<file path="config.mk">
export PLATFORM = sky130hd
export DESIGN_NAME = pc_if
export DESIGN_NICKNAME = d
export VERILOG_FILES = /design/src/rtl/pc_if_pkg.sv /design/src/rtl/pc_if_next_sel.sv /design/src/rtl/pc_if.sv
export SDC_FILE = /design/constraint.sdc
export NUM_CORES = 1
export LEC_CHECK = 0
export ABC_AREA = 1
export CORE_ASPECT_RATIO = 0.75
export CORE_MARGIN = 2
export CORE_UTILIZATION = 41
export DETAILED_ROUTE_END_ITERATION = 10
export DONT_BUFFER_PORTS = 1
export PLACE_DENSITY = 0.67
export SYNTH_ARGS = -nofsm -noshare
export SYNTH_HDL_FRONTEND = slang
export SYNTH_SLANG_ARGS = --single-unit
</file>
<file path="constraint.sdc">
create_clock -name clk -period 1.5 [get_ports clk]
set_clock_uncertainty 0.05 [all_clocks]
set_input_delay 0.3 -clock clk [delete_from_list [all_inputs] [get_ports clk]]
set_output_delay 0.3 -clock clk [all_outputs]
set_load 0.02 [all_outputs]
</file>
<file path="src/rtl/pc_if_pkg.sv">
// Shared definitions for the instruction-fetch stage: reset PC, word geometry
// and the next-PC select encoding used by the fetch stage and the hazard unit.
package pc_if_pkg;

   localparam int XLEN       = 32;
   localparam int INST_BYTES = 4;
   localparam int ADDR_W     = XLEN - 2;
   localparam int CNT_W      = 16;

   localparam logic [XLEN-1:0]  RESET_PC_DEFAULT = 32'h0000_0000;
   localparam logic [XLEN-1:0]  PC_STEP          = XLEN'(INST_BYTES);
   localparam logic [CNT_W-1:0] CNT_MAX          = '1;

   typedef enum logic [1:0] {
      PCSEL_EX   = 2'd0,
      PCSEL_ID   = 2'd1,
      PCSEL_HOLD = 2'd2,
      PCSEL_SEQ  = 2'd3
   } pc_sel_e;

   function automatic logic isRedirect(input pc_sel_e sel);
      return (sel == PCSEL_EX) || (sel == PCSEL_ID);
   endfunction

endpackage

</file>
<file path="src/rtl/pc_if_next_sel.sv">
// Combinational next-PC priority mux: EX redirect, ID redirect, stall, sequential.
module pc_next_sel
   import pc_if_pkg::*;
(
   input  logic [XLEN-1:0] i_pcIF,
   input  logic            i_bubbleF,
   input  logic            i_jalID,
   input  logic [XLEN-1:0] i_jalTargetID,
   input  logic            i_brJalrEX,
   input  logic [XLEN-1:0] i_brTargetEX,
   output logic [XLEN-1:0] o_pcNext,
   output pc_sel_e         o_sel
);

   // EX wins over a stalled or active JAL because its instruction is older.
   always_comb begin
      o_sel    = PCSEL_SEQ;
      o_pcNext = i_pcIF + PC_STEP;
      if (i_brJalrEX) begin
         o_sel    = PCSEL_EX;
         o_pcNext = i_brTargetEX;
      end else if (i_jalID && !i_bubbleF) begin
         o_sel    = PCSEL_ID;
         o_pcNext = i_jalTargetID;
      end else if (i_bubbleF) begin
         o_sel    = PCSEL_HOLD;
         o_pcNext = i_pcIF;
      end
   end

endmodule

</file>
<file path="src/rtl/pc_if.sv">
// Instruction-fetch stage: program counter, cache address, ID-aligned PC copy.
// Optional macro PC_IF_MISALIGN_TRAP_EN adds misalign_ID for unaligned redirects.
module pc_if
   import pc_if_pkg::*;
#(
   parameter logic [XLEN-1:0] RESET_PC = RESET_PC_DEFAULT
) (
   input  logic              clk,
   input  logic              rst_n,
   input  logic              bubbleF,
   input  logic              flushF,
   input  logic              bubbleD,
   input  logic              flushD,
   input  logic              jal_ID,
   input  logic [XLEN-1:0]   jal_target_ID,
   input  logic              br_jalr_EX,
   input  logic [XLEN-1:0]   br_target_EX,
   output logic [ADDR_W-1:0] addr_IF,
   output logic [XLEN-1:0]   pc_IF,
   output logic [XLEN-1:0]   pc_ID,
   output logic [XLEN-1:0]   pc4_ID,
   output logic              valid_ID,
`ifdef PC_IF_MISALIGN_TRAP_EN
   output logic              misalign_ID,
`endif
   output logic [CNT_W-1:0]  redirect_cnt
);

   logic [XLEN-1:0]  r_pcIF;
   logic [XLEN-1:0]  r_pcID;
   logic             r_validID;
   logic [CNT_W-1:0] r_redirectCnt;
   logic [XLEN-1:0]  w_pcNext;
   pc_sel_e          w_sel;
   logic             w_redirect;
   logic             w_unusedFlushF;

   // Redirects already supersede an IF flush, so flushF has nothing to do here.
   assign w_unusedFlushF = flushF;

   pc_next_sel u_nextSel (
      .i_pcIF        (r_pcIF),
      .i_bubbleF     (bubbleF),
      .i_jalID       (jal_ID),
      .i_jalTargetID (jal_target_ID),
      .i_brJalrEX    (br_jalr_EX),
      .i_brTargetEX  (br_target_EX),
      .o_pcNext      (w_pcNext),
      .o_sel         (w_sel)
   );

   assign w_redirect = isRedirect(w_sel);

   always_ff @(posedge clk) begin
      if (!rst_n) begin
         r_pcIF        <= RESET_PC;
         r_redirectCnt <= '0;
      end else begin
         r_pcIF <= w_pcNext;
         if (w_redirect && (r_redirectCnt != CNT_MAX))
            r_redirectCnt <= r_redirectCnt + 1'b1;
      end
   end

   // Bubble beats flush so this register stays in lockstep with IR_ID.
   always_ff @(posedge clk) begin
      if (!rst_n) begin
         r_pcID    <= '0;
         r_validID <= 1'b0;
      end else if (!bubbleD) begin
         if (flushD) begin
            r_pcID    <= '0;
            r_validID <= 1'b0;
         end else begin
            r_pcID    <= r_pcIF;
            r_validID <= 1'b1;
         end
      end
   end

`ifdef PC_IF_MISALIGN_TRAP_EN
   logic r_misalignIF;
   logic r_misalignID;

   // The flag rides with the PC it describes: set at IF on an unaligned
   // redirect, cleared when IF moves on, then follows that PC into ID.
   always_ff @(posedge clk) begin
      if (!rst_n) begin
         r_misalignIF <= 1'b0;
         r_misalignID <= 1'b0;
      end else begin
         if (w_sel != PCSEL_HOLD)
            r_misalignIF <= w_redirect && (w_pcNext[1:0] != 2'b00);
         if (!bubbleD)
            r_misalignID <= flushD ? 1'b0 : r_misalignIF;
      end
   end

   assign misalign_ID = r_misalignID;
`endif

   assign pc_IF        = r_pcIF;
   assign addr_IF      = r_pcIF[XLEN-1:2];
   assign pc_ID        = r_pcID;
   assign pc4_ID       = r_pcID + PC_STEP;
   assign valid_ID     = r_validID;
   assign redirect_cnt = r_redirectCnt;

endmodule
</file>
==> qor.yml <==
outcome: "finished, violations left"
violations: "design-rule violations, negative setup slack"
synth_fp_nets: 999
viasPerCell: 5.263
hp-class: "input pin to register"
post-dp-hpwl_um: 15810
nNetsFinal: 1142
path_class: "register to output port"
critPathLaunchType: "register"
final.period_utilization_pct: 142.2
cts_made_buffers: 9
finalHoldViolCount: 0
wl_per_cell_um: 17.90
slew_violations: 0
layout_setup_ws_ps: -633.7
drv_cap: 0
clockBufferDepth: 2
initial_core_util_pct: 41.69
first_pass_iters: 8
relSlewSlack_pct: 67.06
die_x_um: 140.1
grt_max_degree: 53
power.density_mw_per_mm2: 633.4
die_area_sq_mm: 0.01486
vdd_drop_max_v: 0.0004930
required_ps: 1150
h-tree-depth: 3
use_met1_pct: 40.87
setup_viol: 44
grt_pass1_vias: 6003
row_count: 37
netlist_area_sq_mm: 0.005694
syn_avg_cell_area_sq_um: 6.163
yosys_warnings: 0
cp_cell_sequence: "nand2_4 > nor3_4 > nand2_2 > nor2_4 > nand2_1 > xnor2_2 > buf_4"
leakage_nw: 3.745
clock.fmax_mhz: 468.7
route.detailed.drc: 15
synth_cell_types: 34
placed_cell_area_sq_mm: 0.007261
ys_seq_elements: 81
drt-total-wl_um: 22320
port_buffers: 0
synth_area_leader_cell: "dfxtp_1"
fin_util_pct: 63.28
ys_seq_area_share_pct: 28.48
final_cell_area_sq_mm: 0.008642
critPathSlowestCell: "dfxtp_4"
clk_pin_slew_worst_paths_ps: 60
grt.total_usage_pct: 28.44
synth_area_leaders: "dfxtp_1, nand2_1, nor2_1"
crit_fanout: 4
drive_gt1_share_pct: 43.66
top_usage_layer: "met2"
rsz0062_at_grt: "true"
antenna_found_initial: 0
grt.met2_usage_pct: 43.95
slowest_delay_ps: 400
r2r_start: "redirect_cnt[1]$_SDFFE_PN0P_"
drtIter0Drc: 479
crit_path_end_kind: "output port"
min_from: "rst_n"
startpoint: "pc_ID[10]$_SDFFE_PN0N_"
ant_nets: 0
cts_root_buffer: "clkbuf_16"
clk_latency_ps: 340
final_cell_mix: "nand2_1, buf_4, nor2_1"
die_h_um: 106.1
vias: 6563
final_common_cell: "nand2_1"
grt_first_pass_wirelength_um: 33330
grt.overflow.total: 0
synth_top_area_share_pct: 28.48
worst_pin_slew_ps: 493.5
n_antenna_cell: 0
worstPathArrival_ps: 1780
syn_to_final_growth_pct: 51.77
core_sq_mm: 0.01366
cts_tree: "done"
gp_congestion: 0.9680
syn_inst: 924
layout_min_cycle_time_ps: 2134
clock-sinks: 81
grt_use_met3_pct: 5.000
io_pins: 215
-- Yosys cell counts, drive strengths merged --
| cell | count |
|---|---|
| a21oi | 71 |
| a31oi | 7 |
| buf | 44 |
| clkbuf | 18 |
| dfxtp | 81 |
| ha | 3 |
| inv | 87 |
| nand2 | 299 |
| nand3 | 56 |
| nand3b | 1 |
| nand4 | 11 |
| nor2 | 134 |
| nor3 | 24 |
| nor3b | 1 |
| nor4 | 2 |
| o211ai | 4 |
| o21ai | 41 |
| o21bai | 1 |
| o221ai | 1 |
| xnor2 | 8 |
| xor2 | 30 |
-- report_power, final --
group	internal [mW]	total, mW	switching (mW)
Sequential	2.21	2.33	0.123
Clock	1.11	2.04	0.927
Combinational	0.397	1.10	0.705
-- kinds of logic after synthesis --
group,count (synthesis),synth area share [%]
flops,81,28.48
buf+inv,149,12.35
fa+ha+maj,3,0.6593
xor+xnor,38,5.845
simple gates,528,41.11
compound gates,125,11.56
-- metrics by stage --
step | instances | power [mW] | TNS [ps] | worst slack, ps | hold slack [ps]
final | 1247 | 5.474 | -15460 | -633.7 | 5.697
after global routing | 1247 | 5.657 | -18400 | -684.3 | 8.221
after CTS | 1234 | 5.414 | -13290 | -558.9 | 5.842
after detailed placement | 1204 | 3.358 | -3640 | -231.3 | 358.5
after global placement | 1204 | 3.348 | -3150 | -230.9 | 352.6
after floorplan | 924 | 3.053 | -2683 | -228.0 | 347.6
-- timing repair --
item | in CTS | in global routing
hold buffers | 0 | 0
setup buffers | 14 | 14
pin swaps | 61 | 67
cloned | 0 | 1
setup endpoints to repair | 39 | 70
resized for setup | 87 | 144
-- registers in the layout, summed over array words and instances (netlist names) --
signal        count
valid_ID          1
redirect_cnt     16
pc_IF            32
pc_ID            32
-- path summary, 6_finish.rpt --
check | end | slack (ps) | cells after the start
worst max-delay path | pc4_ID[29] | -630 | 7
worst min-delay path | redirect_cnt[1]$_SDFFE_PN0P_ | 6 | 2
worst max register to register | redirect_cnt[3]$_SDFFE_PN0P_ | -70 | 9
worst min register to register | pc_ID[22]$_SDFFE_PN0N_ | 430 | 2
-- per-layer routing --
metal	wire (um)	vias up
li1	-	3207
met1	10060	3044
met2	10100	272
met3	1654	40
met4	506	0
met5	0	-
-- worst max-delay path, delay by kind of cell (launching register included) --
kind	cells	cell delay, ps
xor gates and xnor gates	1	150
buffers and inverters	1	170
DFF	1	400
and+or+nand+nor	5	710
-- cell type report --
class | instances | area (sq um)
Inverter | 87 | 356.6
Sequential cell | 81 | 1747
Clock buffer | 10 | 229.0
Tap cell | 175 | 219.0
Fill cell | 1185 | 5015
Clock inverter | 6 | 35.03
Multi-Input combinational cell | 694 | 4405
Timing Repair Buffer | 194 | 1650
Note: power is estimated with default switching activity, not from simulation.
==> patch 1, RTL diff (same flow settings) <==
Set the package constant `XLEN` to 24 (it was 32).
--- a/src/rtl/pc_if_pkg.sv
+++ b/src/rtl/pc_if_pkg.sv
@@ -2,7 +2,7 @@
 // and the next-PC select encoding used by the fetch stage and the hazard unit.
 package pc_if_pkg;
 
-   localparam int XLEN       = 32;
+   localparam int XLEN       = 24;
    localparam int INST_BYTES = 4;
    localparam int ADDR_W     = XLEN - 2;
    localparam int CNT_W      = 16;
Interface: changed (6 resized); port bits go from 215 to 167. The function was not compared with the original's and may differ.
==> patch 1 against the original RTL <==
The flow finishes with violations (setup timing); critical path depth grew 1; area after synthesis shrank 27%; cell count shrank 27%; total power shrank 10%; global-route usage shrank 2.9 points; routed wire length shrank 33%; non-clock buffer count shrank 49; count of clock-buffer cells in the layout grew 3; design area shrank 29%; worst setup slack lost 69 ps; sequential cell count shrank 16; sequential power shrank 19%; maximum frequency shrank 3.1%; critical path type unchanged; largest cell class unchanged.
==> patch 1: results (changes against the original RTL) <==
| Metric | Value |
|---|---|
| Fillcell total | `866 (was 1185)` |
| Synth top area cells | `dfxtp_1 31%, nand2_1 19%, nor2_1 7.5%, a21oi_1 6.8%, nand3_1 5.8% (was dfxtp_1 28%, nand2_1 19%, nor2_1 7.3%, a21oi_1 6.1%, inv_1 5.3%)` |
| CP endpoint | `pc4_ID[13] (was pc4_ID[29])` |
| Top cell type's share of synthesized area | `31.4% (was 28.5%)` |
| Overall global routing resource usage | `25.6% (was 28.4%)` |
| Area taken by multi-input logic gates | `2900 um^2 (was 4410 um^2)` |
| GPL Wtd Cong | `0.838 (was 0.968)` |
| DRT iter0 DRCs | `355 (was 479)` |
| Violated checks | `setup timing (was DRC, setup timing)` |
| Psw | `1.45 mW (was 1.76 mW)` |
| Peak supply drop | `0.521 mV (was 0.493 mV)` |
| Setup violation total in the final timing report | `36 (was 44)` |
| First-pass DRT Iterations | `5 (was 8)` |
| Setup bufs post-CTS | `10 (was 14)` |
| XOR/XNOR share of the synthesized area | `6.77% (was 5.84%)` |
| WL met2 | `7290 um (was 10100 um)` |
| Cts repair resizes | `31 (was 87)` |
| Fin worst setup slack | `-703 ps (was -634 ps)` |
| Post-Syn Nets | `719 (was 999)` |
| Final hold slack | `30.4 ps (was 5.70 ps)` |
| Clk pwr share | `44.4% (was 37.2%)` |
| Status | `finished, violations left (unchanged)` |
| Switching Fraction | `29.4% (was 32.1%)` |
| Placement Setup Slack | `-486 ps (was -231 ps)` |
| Final setup TNS | `-13060 ps (was -15460 ps)` |
patch 1: cell count changes after synthesis, moves of 6 or more:
cell and delta:
nor2_4 -11, inv_1 -27, nand2_4 -6, dfxtp_1 -16
nand3_1 -6, nor2_2 -8, o21ai_0 -16, nand2_1 -83
xnor2_1 +6, nor3_1 -15, xor2_1 -12, nor2_1 -28
a21oi_1 -13, buf_4 -8
patch 1: routing by layer:
metal | track usage, % | vias up
met1 | 29.1 | 2200
li1 | - | 2314
met3 | 9.05 | 40
met5 | 0 | -
met4 | 8.33 | 0
met2 | 44.6 | 222
patch 1: layout make-up:
| cell class | count | share of cell area, % |
|---|---|---|
| Clock buffer | 13 | 4.77 |
| Clock inverter | 3 | 0.306 |
| Inverter | 57 | 3.53 |
| Multi-Input combinational cell | 492 | 47.2 |
| Sequential cell | 65 | 22.2 |
| Tap cell | 132 | 2.69 |
| Timing Repair Buffer | 145 | 19.3 |
==> patch 2, RTL diff (same settings) <==
Made on the original files. Add an input register stage for `bubbleF`, `flushF`, `jal_ID`, `jal_target_ID`, `br_jalr_EX` and `br_target_EX`, cleared by the reset; this delays them by one clock. The other inputs are not delayed to match.
--- a/src/rtl/pc_if.sv
+++ b/src/rtl/pc_if.sv
@@ -26,6 +26,31 @@
    output logic [CNT_W-1:0]  redirect_cnt
 );
 
+   logic bubbleF_q;
+   logic flushF_q;
+   logic jal_ID_q;
+   logic [XLEN-1:0] jal_target_ID_q;
+   logic br_jalr_EX_q;
+   logic [XLEN-1:0] br_target_EX_q;
+
+   always_ff @(posedge clk) begin
+      if (!rst_n) begin
+         bubbleF_q       <= '0;
+         flushF_q        <= '0;
+         jal_ID_q        <= '0;
+         jal_target_ID_q <= '0;
+         br_jalr_EX_q    <= '0;
+         br_target_EX_q  <= '0;
+      end else begin
+         bubbleF_q       <= bubbleF;
+         flushF_q        <= flushF;
+         jal_ID_q        <= jal_ID;
+         jal_target_ID_q <= jal_target_ID;
+         br_jalr_EX_q    <= br_jalr_EX;
+         br_target_EX_q  <= br_target_EX;
+      end
+   end
+
    logic [XLEN-1:0]  r_pcIF;
    logic [XLEN-1:0]  r_pcID;
    logic             r_validID;
@@ -36,15 +61,15 @@
    logic             w_unusedFlushF;
 
    // Redirects already supersede an IF flush, so flushF has nothing to do here.
-   assign w_unusedFlushF = flushF;
+   assign w_unusedFlushF = flushF_q;
 
    pc_next_sel u_nextSel (
       .i_pcIF        (r_pcIF),
-      .i_bubbleF     (bubbleF),
-      .i_jalID       (jal_ID),
-      .i_jalTargetID (jal_target_ID),
-      .i_brJalrEX    (br_jalr_EX),
-      .i_brTargetEX  (br_target_EX),
+      .i_bubbleF     (bubbleF_q),
+      .i_jalID       (jal_ID_q),
+      .i_jalTargetID (jal_target_ID_q),
+      .i_brJalrEX    (br_jalr_EX_q),
+      .i_brTargetEX  (br_target_EX_q),
       .o_pcNext      (w_pcNext),
       .o_sel         (w_sel)
    );
Behaviour: not the same (a bounded check fails within 4 cycles, from zero or initial values and one cycle with rst_n low).
==> patch 2 against the original RTL <==
The flow finishes with violations (setup timing); via count grew 27%; combinational power grew 39%; sequential share of layout area grew 5.4 points; area after synthesis grew 32%; cell count grew 34%; synthesized cell count grew 23%; routed wire length grew 28%; maximum frequency shrank 2.6%; worst setup slack lost 57 ps; sequential cell count grew 67; register-to-register slack lost 40 ps; total power grew 83%; critical path depth grew 1; design area grew 40%.
==> patch 2: results (changes against the original RTL) <==
| Metric | Value |
|---|---|
| Sequential area share after synthesis | `39.6% (was 28.5%)` |
| Post-Place Cells | `1515 (was 1204)` |
| H-tree lvl count | `4 (was 3)` |
| Clock net power | `4.24 mW (was 2.04 mW)` |
| First-pass DRT Iterations | `6 (was 8)` |
| Violated checks | `setup timing (was DRC, setup timing)` |
| Leak | `5.46 nW (was 3.74 nW)` |
| CTS Buf Count | `17 (was 9)` |
| RR Endpoint | `redirect_cnt[7] (was redirect_cnt[3])` |
| Via count | `8363 (was 6563)` |
| HPWL Detailed | `18700 um (was 15800 um)` |
| Asr flop ratio synth | `0% (unchanged)` |
| WL/cell | `17.1 um (was 17.9 um)` |
| Routed vias/inst | `4.99 (was 5.26)` |
| Hold Crit Class | `in -> reg (unchanged)` |
| Sequential power | `4.24 mW (was 2.33 mW)` |
| Clock network latency to the later pin of the worst-skew pair | `430 ps (was 340 ps)` |
| Fin worst setup slack | `-690 ps (was -634 ps)` |
| Final setup TNS | `-17220 ps (was -15460 ps)` |
| Root buffer cell | `clkbuf_16 (unchanged)` |
| Synth cell count leaders | `359 x nand2_1, 148 x dfxtp_1, 141 x inv_1 (was 289 x nand2_1, 111 x nor2_1, 81 x dfxtp_1, 81 x inv_1, 69 x a21oi_1)` |
| Min-delay src | `bubbleD (was rst_n)` |
| Synth cell types | `34 (unchanged)` |
| First-pass GRT wire length | `43300 um (was 33300 um)` |
| Synth top area cells | `dfxtp_1 40%, nand2_1 18%, inv_1 7.1%, nor2_1 6.8%, a21oi_1 4.1% (was dfxtp_1 28%, nand2_1 19%, nor2_1 7.3%, a21oi_1 6.1%, inv_1 5.3%)` |
| Main flop type after synthesis | `dfxtp_1 (unchanged)` |
| Worst r2r path cells | `8 (was 9)` |
| Post-Syn Nets | `1209 (was 999)` |
| Overall global routing resource usage | `28.9% (was 28.4%)` |
| CTS max path bufs | `2 (unchanged)` |
| Hold path depth | `3 (was 2)` |
| Antenna violations before repair | `1 (was 0)` |
| GPL Wtd Cong | `0.884 (was 0.968)` |
| Pin count of the biggest net entering global routing | `39 (was 53)` |
| Gate count of the mapped netlist | `1134 (was 924)` |
| Peak supply drop | `0.801 mV (was 0.493 mV)` |
| Slew headroom | `70.8% (was 67.1%)` |
| R2r setup slk | `-110 ps (was -70 ps)` |
| Port bufs | `0 (unchanged)` |
| Remaining DRCs | `0 (was 15)` |
| Worst Path Max Fanout | `4 (unchanged)` |
| Vias in the first global route | `8085 (was 6003)` |
| Psw | `2.90 mW (was 1.76 mW)` |
| Layout cell share with drive strength beyond 1 | `36.5% (was 43.7%)` |
| Crit path DAT | `1840 ps (was 1780 ps)` |
| Setup violation total in the final timing report | `48 (was 44)` |
| Status | `finished, violations left (unchanged)` |
| Hold Path End | `pc_ID[3] (was redirect_cnt[1])` |
| DRT iter0 DRCs | `669 (was 479)` |
==> patch 2: changes by cell type after synthesis, moves of 6 or more <==
cell / unedited run / this run
xnor2_1: 8 / 15
xor2_1: 30 / 24
nor2_1: 111 / 135
clkbuf_1: 18 / 30
inv_1: 81 / 141
nand2_1: 289 / 359
dfxtp_1: 81 / 148
nor2_4: 12 / 2
a21oi_1: 69 / 61
nand2_4: 6 / 0
==> patch 2: cell type report <==
class / instances / area [um^2]
clock inverters: 15 / 160
well taps: 242 / 303
flip-flops and latches: 148 / 3110
clock buffers: 17 / 425
diodes: 1 / 2.50
fillers: 1419 / 5620
inverters: 143 / 556
repair inverters: 1 / 7.51
repair buffers: 340 / 3040
multi-input cells: 768 / 4540
==> patch 2: what timing repair did <==
item / in CTS / in global routing
setup endpoints to repair: 76 / 84
cloned: 1 / 0
hold endpoints to repair: 107 / 0
setup buffers: 14 / 13
gates resized for setup: 102 / 145
pin swaps: 35 / 49
hold buffers: 105 / 0
==> patch 2: routing by layer <==
| layer | vias to the layer above | routed length [um] | track usage, % |
|---|---|---|---|
| met4 | 0 | 842 | 11.3 |
| li1 | 4071 | - | - |
| met2 | 381 | 12800 | 45.9 |
| met3 | 56 | 2440 | 7.38 |
| met1 | 3855 | 12500 | 38.0 |
| met5 | - | 0 | 0 |
==> patch 2: worst max-delay path, stage by stage (launching register included) <==
cell and delay, ps:
dfxtp_4 380, ha_4 160, inv_4 40, nor2_4 100, nand3_2 110, nor2_4 120
nand4_1 180, xnor2_2 170, buf_4 150
==> patch 2: how the worst max path moves through the flow <==
stage / start / end / slack (ps) / depth (start not counted)
floorplan: pc_ID[3] / pc4_ID[26] / -270 / 7
global placement: pc_ID[12] / pc4_ID[30] / -260 / 6
detailed placement: pc_ID[3] / pc4_ID[26] / -270 / 8
CTS: pc_ID[3] / pc4_ID[26] / -700 / 8
global route: pc_ID[9] / pc4_ID[29] / -790 / 7
finish: pc_ID[3] / pc4_ID[26] / -690 / 8
==> patch 2: kinds of logic after synthesis <==
family                     synth area share (%)
buffers and inverters                      13.3
xor gates and xnor gates                   4.56
and+or+nand+nor                            33.3
adders and majority gates                 0.501
AOI/OAI and AO/OA                          8.82
DFF                                        39.6
==> patch 2: per-stage QoR <==
| stage | hold WS (ps) | instance area (um^2) | setup slack (ps) | power, mW |
|---|---|---|---|---|
| after global routing | 129 | 12100 | -791 | 10.3 |
| after global placement | 350 | 9430 | -258 | 5.43 |
| after CTS | 114 | 11600 | -696 | 9.91 |
| after floorplan | 343 | 7940 | -271 | 5.07 |
| final | 126 | 12100 | -690 | 10.0 |
| after detailed placement | 351 | 9430 | -273 | 5.44 |
